### config.mk
export PLATFORM = sky130hd
export DESIGN_NAME = winograd_output_transform
export DESIGN_NICKNAME = d
export VERILOG_FILES = /design/src/rtl/winograd_output_transform.sv
export SDC_FILE = /design/constraint.sdc
export NUM_CORES = 2
export LEC_CHECK = 0
export BUFFER_PORTS_ARGS = -buffer_cell sky130_fd_sc_hd__buf_2
export CORE_MARGIN = 2
export CORE_UTILIZATION = 37
export DETAILED_ROUTE_END_ITERATION = 10
export SKIP_CTS_REPAIR_TIMING = 1
export SYNTH_ARGS = -nofsm -noshare
export SYNTH_HDL_FRONTEND = slang
export SYNTH_SLANG_ARGS = --single-unit
### constraint.sdc
create_clock -name clk -period 6.7 [get_ports clk]
set_input_delay 0.335 -clock clk [delete_from_list [all_inputs] [get_ports clk]]
set_output_delay 0.335 -clock clk [all_outputs]
set_load 0.1 [all_outputs]
### src/rtl/winograd_output_transform.sv
// Winograd F(2x2,3x3) output transform: sums NCH 4x4 product tiles per group, then
// emits Y = A^T S A as one 2x2 tile through a two-stage valid/ready pipeline.
module winograd_output_transform #(
    parameter int IW  = 16,
    parameter int AW  = 24,
    parameter int NCH = 4
) (
    input  logic                clk,
    input  logic                rstn,
    input  logic                clr,
    input  logic                in_valid,
    output logic                in_ready,
    input  logic [16*IW-1:0]    in_tile,
    output logic                out_valid,
    input  logic                out_ready,
    output logic [4*(AW+4)-1:0] out_tile
);

    localparam int OW = AW + 4;
    localparam int TW = AW + 2;
    localparam int CW = (NCH > 1) ? $clog2(NCH) : 1;
    localparam logic [CW-1:0] LAST_CH = CW'(NCH - 1);

    logic [AW-1:0] acc    [16];
    logic [AW-1:0] sum    [16];
    logic [TW-1:0] t_nxt  [2][4];
    logic [TW-1:0] s1_t   [2][4];
    logic [OW-1:0] y_nxt  [4];
    logic [CW-1:0] ch_cnt;
    logic          s1_valid;
    logic          s1_free;
    logic          s2_free;
    logic          s2_load;
    logic          accept;
    logic          last;

    function automatic logic [AW-1:0] ext_a(input logic [IW-1:0] v);
        return {{(AW-IW){v[IW-1]}}, v};
    endfunction

    function automatic logic [TW-1:0] ext_t(input logic [AW-1:0] v);
        return {{(TW-AW){v[AW-1]}}, v};
    endfunction

    function automatic logic [OW-1:0] ext_o(input logic [TW-1:0] v);
        return {{(OW-TW){v[TW-1]}}, v};
    endfunction

    assign s2_free  = !out_valid || out_ready;
    assign s1_free  = !s1_valid || s2_free;
    assign in_ready = s1_free && !clr;
    assign accept   = in_valid && in_ready;
    assign last     = (ch_cnt == LAST_CH);
    assign s2_load  = s1_valid && s2_free;

    // Operands are sign-extended to the result width first, so plain two's-complement
    // adds give the signed result without relying on expression-context sizing.
    // NOTE: every loop below writes every element, so no element can hold its old value
    // and no latch is inferred.
    always_comb begin
        for (int k = 0; k < 16; k++) begin
            sum[k] = acc[k] + ext_a(in_tile[k*IW +: IW]);
        end
        for (int c = 0; c < 4; c++) begin
            t_nxt[0][c] = ext_t(sum[c]) + ext_t(sum[4+c]) + ext_t(sum[8+c]);
            t_nxt[1][c] = ext_t(sum[4+c]) - ext_t(sum[8+c]) - ext_t(sum[12+c]);
        end
        for (int i = 0; i < 2; i++) begin
            y_nxt[2*i]   = ext_o(s1_t[i][0]) + ext_o(s1_t[i][1]) + ext_o(s1_t[i][2]);
            y_nxt[2*i+1] = ext_o(s1_t[i][1]) - ext_o(s1_t[i][2]) - ext_o(s1_t[i][3]);
        end
    end

    // NOTE: the accumulator array is architectural state that must start at zero for the
    // first group, so unlike plain pipeline data it is reset.
    always_ff @(posedge clk or negedge rstn) begin
        if (!rstn) begin
            for (int k = 0; k < 16; k++) acc[k] <= '0;
            ch_cnt <= '0;
        end else if (clr) begin
            for (int k = 0; k < 16; k++) acc[k] <= '0;
            ch_cnt <= '0;
        end else if (accept) begin
            if (last) begin
                for (int k = 0; k < 16; k++) acc[k] <= '0;
                ch_cnt <= '0;
            end else begin
                for (int k = 0; k < 16; k++) acc[k] <= sum[k];
                ch_cnt <= ch_cnt + CW'(1);
            end
        end
    end

    // NOTE: state updates use non-blocking assignments so every register samples
    // pre-edge values, which keeps the simultaneous load/drain cases well defined.
    always_ff @(posedge clk or negedge rstn) begin
        if (!rstn) begin
            s1_valid  <= 1'b0;
            out_valid <= 1'b0;
            out_tile  <= '0;
        end else if (clr) begin
            s1_valid  <= 1'b0;
            out_valid <= 1'b0;
        end else begin
            if (accept && last) s1_valid <= 1'b1;
            else if (s2_load)   s1_valid <= 1'b0;

            if (s2_load) begin
                out_valid <= 1'b1;
                for (int i = 0; i < 4; i++) out_tile[i*OW +: OW] <= y_nxt[i];
            end else if (out_ready) begin
                out_valid <= 1'b0;
            end
        end
    end

    // Stage-1 data is qualified by s1_valid and needs no reset.
    always_ff @(posedge clk) begin
        if (accept && last) s1_t <= t_nxt;
    end

endmodule

# Yosys cells after proc, flatten, opt, wreduce, memory -nomap -nowiden
# Index checks and enable logic that the tools add are counted.
[totals] inputBits=261 reg_bits=708 elab_cells=96 out_inout_bits=114
[classes] n_eq_ne=1 bitwise_logic=1 n_addsub=41 n_reduce_logical=13 mux=12
[op_table] cell="384-bit two-way mux" count=3
[op_table] cell="24-bit adder" count=16
[op_table] cell="25-bit by 24-bit adder with 26-bit output" count=4
[op_table] cell="25-bit by 24-bit subtractor with 26-bit output" count=4
[op_table] cell="24-bit by 24-bit adder with 25-bit output" count=4
[op_table] cell="24-bit by 24-bit subtractor with 25-bit output" count=4
[op_table] cell="27-bit by 26-bit adder with 28-bit output" count=2
[op_table] cell="27-bit by 26-bit subtractor with 28-bit output" count=2
[op_table] cell="26-bit by 26-bit adder with 27-bit output" count=2
[op_table] cell="26-bit by 26-bit subtractor with 27-bit output" count=2
[op_table] cell="1-bit two-way mux" count=6
[op_table] cell="2-bit two-way mux" count=3
[op_table] cell="3-bit nonzero test" count=2
[op_table] cell="1-bit logical AND" count=4
[op_table] cell="1-bit zero test" count=3
[op_table] cell="2-bit by 1-bit adder with 2-bit output (second input constant)" count=1
[op_table] cell="2-bit == test (second input constant)" count=1
[op_table] cell="1-bit logical OR" count=2
[op_table] cell="2-bit AND reduction" count=1
[op_table] cell="2-bit nonzero test" count=1
[op_table] cell="1-bit inverter" count=1

# Logic depth before layout (Yosys ltp)
[depth] ltp_word=8 depth_mapped=25

# Worst setup path before layout
# No wires, ideal clock.
[synth_path] path_type="register -> register" start="reg out_valid" end="reg s1_t[0] (netlist bit), enable pin" stages_incl_launch_ff=4 setup_slack_ns=-1.423 arrival_time_ns=7.527 synth_period_minus_slack_ns=8.123 t_required_ns=6.104 cell_sequence="dfrtp_1 > nor2b_1 > a21oi_1 > and3_1"
[synth_between] elab_chain_cells=6
[synth_lines] item="start: declaration" line="14" rtl="output logic out_valid,"
[synth_lines] item="start signal: assignment" line="99" rtl="out_valid <= 1'b0;"
[synth_lines] item="start signal: assignment" line="103" rtl="out_valid <= 1'b0;"
[synth_lines] item="start signal: assignment" line="109" rtl="out_valid <= 1'b1;"
[synth_lines] item="1-bit zero test" line="49" rtl="assign s2_free = !out_valid || out_ready;"
[synth_lines] item="1-bit logical OR" line="49"
[synth_lines] item="1-bit logical OR" line="50" rtl="assign s1_free = !s1_valid || s2_free;"
[synth_lines] item="1-bit logical AND" line="51" rtl="assign in_ready = s1_free && !clr;"
[synth_lines] item="via in_ready" line="12" rtl="output logic in_ready,"
[synth_lines] item="1-bit logical AND" line="52" rtl="assign accept = in_valid && in_ready;"
[synth_lines] item="1-bit logical AND" line="119" rtl="if (accept && last) s1_t <= t_nxt;"
[synth_lines] item="end signal: assignment" line="119"
[synth_lines] item="end: declaration" line="27" rtl="logic [TW-1:0] s1_t [2][4];"
# The timed path passes the listed nets, and every way through them passes these cells.
# A chain may end at the register's enable or synchronous reset.

==> run summary <==
status: complete, no violations
Hold Violations, Final: 0
slew margin rel.: 34.7%
Worst path depth: 21
Max VDD drop: 0.000364 V
setup violators final: 0
R2R setup slack: 0.70 ns
FILL cells: 16400
gpl congestion: 0.964
CTS tree: yes
H-tree depth: 3
WL final: 211000 µm
Worst setup EP type: register
Critical Path Fanout Max: 4
Final Max Slew Viols: 0
CTS root buffer: clkbuf_16
Synth cell types: 90
actual slew at the worst max-slew pin: 0.979 ns
crit path max-delay cell type: fa_1
Worst-path clk slew: 0.06 ns
critical path type: register to register
Final period util: 89.6%
total negative slack: 0 ns
Yosys warning count: 0
CP cell instances: ha_1 > fa_1 > a21o_1 > a211oi_1 > o21ai_0 > a211oi_1 > o21ai_0 > a21oi_1 > o21bai_1 > xnor2_1 > fa_1 > inv_1 > ha_1 > and4_1 > nor2b_1 > o31ai_1 > o21ai_1 > or4_1 > a31o_1 > a21oi_2 > xnor2_1
NumNets Final: 8227
clock tree sinks: 708
minimum clock period: 6.00 ns
Int Pwr: 19200 µW
Final HPWL DP: 169000 µm
number of global-route vias before repair: 49100
worst skew pair latency: 0.75 ns
CTS Buf Count: 92
Post-synth EDFFs: 208
die area: 171000 µm²
overall power: 36900 µW
WP data arrival: 6.50 ns
DIE HEIGHT: 414 µm
num rows: 150
GRT overflow: 0
Mapped Avg Cell Area: 9.41 µm²
antenna viol nets, final: 0
WL per Instance: 22.8 µm
core footprint: 167000 µm²
CP bufs+invs: 1
sequential power share: 18.0%
Max Buffers Root-to-Sink: 3
largest net degree at the start of global routing: 152
reg2reg start: acc[360]
initial DRC count: 4273
Most used DFF post-synth: dfrtp_1
Mapped Area: 62100 µm²
switch share: 48.0%
HP Class: primary input to register
gr usage total: 24.3%
antenna violations before repair: 22
CP peak stage delay: 0.47 ns
register area share after synthesis: 30.2%
CP top delay family: compound AO/OA/AOI/OAI gates
crit path from: acc[360]
port bufs: 374
Area Growth Syn to Fin: 12.7%
initial core utilization: 37.2%
Die Wd: 414 µm
DRC errors left: 0
vias per std cell: 5.53
Synth async-reset ratio: 70.6%
I/O Pins: 375
flops & latches, synth: 708
area taken by multi-input logic gates: 40500 µm²
Req. time, crit path: 7.20 ns
capture point of the critical path: s1_t[206]
layout cells sized above 1: 8.98%
routed via count: 51200
max_cap viols: 0
Sw Pwr: 17700 µW
Syn Nets: 7854
Worst R2R End: s1_t[206]
first-pass GRT wire length: 312000 µm
crit path launch type: register
Leak: 0.0336 µW
reg2reg path depth: 21
clock share of power: 14.6%
RSZ-0062 raised after global routing: false
DR pass1 iterations: 6
Max Freq: 167 MHz
Combinational Power Share: 67.4%
clock skew: 0.0494 ns
Mapped Cells: 6600
Pwr Density: 527 nW/µm²
FF/Latch Area: 18800 µm²
flip-flops by register name (all words and copies together), names as in the netlist:
signal / flops
acc: 384
s1_t: 208
out_tile: 112
ch_cnt: 2
out_valid: 1
s1_valid: 1
cell usage in the layout (no fill, tap or decap), drive strengths merged, types with 86 or more instances in the layout:
| cell type | netlist | routed |
|---|---|---|
| dfrtp | 500 | 500 |
| a21o | 292 | 292 |
| nand2 | 506 | 506 |
| inv | 611 | 615 |
| o21ai | 566 | 566 |
| nor3 | 95 | 95 |
| xor2 | 214 | 214 |
| fa | 310 | 310 |
| clkbuf | 137 | 113 |
| nor2b | 94 | 94 |
| buf | 6 | 417 |
| nor2 | 300 | 300 |
| ha | 683 | 683 |
| nand3 | 91 | 91 |
| o21a | 111 | 111 |
| a22o | 177 | 177 |
| edfxtp | 208 | 208 |
| xnor2 | 382 | 382 |
| o21bai | 86 | 86 |
| a21oi | 496 | 496 |
worst min-delay path by stage:
| stage | startpoint | slack, ns | endpoint | cells past startpoint |
|---|---|---|---|---|
| after floorplan | rstn | 0.04 | acc[0] | 0 |
| after global placement | rstn | 0.45 | acc[15] | 1 |
| after detailed placement | rstn | 0.46 | acc[15] | 1 |
| after CTS | rstn | -0.35 | acc[119] | 1 |
| after global routing | in_tile[32] | 0.03 | acc[312] | 3 |
| final | in_tile[32] | 0.03 | acc[312] | 3 |
cell families (layout without fill, tap and decap cells):
kind of cell               after synthesis  count (layout)  synth area share, %
adders and majority gates              993             993                 23.8
other                                    0               3                    0
DFF                                    708             708                 30.2
AOI/OAI and AO/OA                     2117            2117                 22.0
muxes                                    9               9                0.153
buffers and inverters                  754            1204                 4.56
xor gates and xnor gates               596             596                 8.41
and+or+nand+nor                       1423            1423                 10.9
cell usage after synthesis (all sizes together), types with 69 or more instances:
| cell type | instances | area share [%] |
|---|---|---|
| ha | 683 | 14 |
| inv | 611 | 3.7 |
| o21ai | 566 | 4.6 |
| nand2 | 506 | 3.1 |
| dfrtp | 500 | 20 |
| a21oi | 496 | 4.0 |
| xnor2 | 382 | 5.4 |
| fa | 310 | 10 |
| nor2 | 300 | 1.8 |
| a21o | 292 | 3.5 |
| xor2 | 214 | 3.0 |
| edfxtp | 208 | 10 |
| a22o | 177 | 2.5 |
| clkbuf | 137 | 0.83 |
| o21a | 111 | 1.3 |
| nor3 | 95 | 0.77 |
| nor2b | 94 | 0.95 |
| nand3 | 91 | 0.73 |
| o21bai | 86 | 1.0 |
| nand2b | 85 | 0.86 |
| a31oi | 69 | 0.70 |
layer usage:
layer	GRT usage (%)	vias up	wire length (µm)
met4	8.30	24	7500
met5	0	-	157
met1	35.1	25100	97900
met3	3.99	295	14100
met2	36.8	1489	91300
li1	-	24300	-
power groups by stage:
stage,clock [µW],combinational (µW),sequential [µW]
after floorplan,0,17200,7120
after global placement,0,24300,6710
after detailed placement,0,24600,6720
after CTS,5490,24800,6640
after global routing,5650,27400,6700
final,5380,24900,6650
area by class of cell:
class                      instances  area share (%)
inverter                         611            3.28
clock buffer                     113            3.61
timing repair buffer             422            3.40
multi-input combinational       5138            58.0
clock inverter                    58           0.991
tap                             2204            3.94
antenna                            3          0.0107
sequential                       708            26.8
worst min-delay path: cells and delay by family:
| family | cells | cell delay, ns |
|---|---|---|
| fa+ha+maj | 1 | 0.18 |
| compound gates | 1 | 0.14 |
| buf+inv | 1 | 0.08 |
through the flow:
step	cells	setup WS (ns)	utilization (%)	hold WS, ns	instance area [µm²]
2_1_floorplan	6600	0.899	-	0.0394	62100
3_5_place_dp	9078	0.690	40.0	0.455	66700
6_report	9257	0.699	41.9	0.0304	70000
5_1_grt	9255	0.217	41.9	0.0337	70000
4_1_cts	9249	0.773	41.9	-0.353	69900
3_3_place_gp	9078	0.687	40.0	0.452	66700
(Power assumes the default switching activity.)
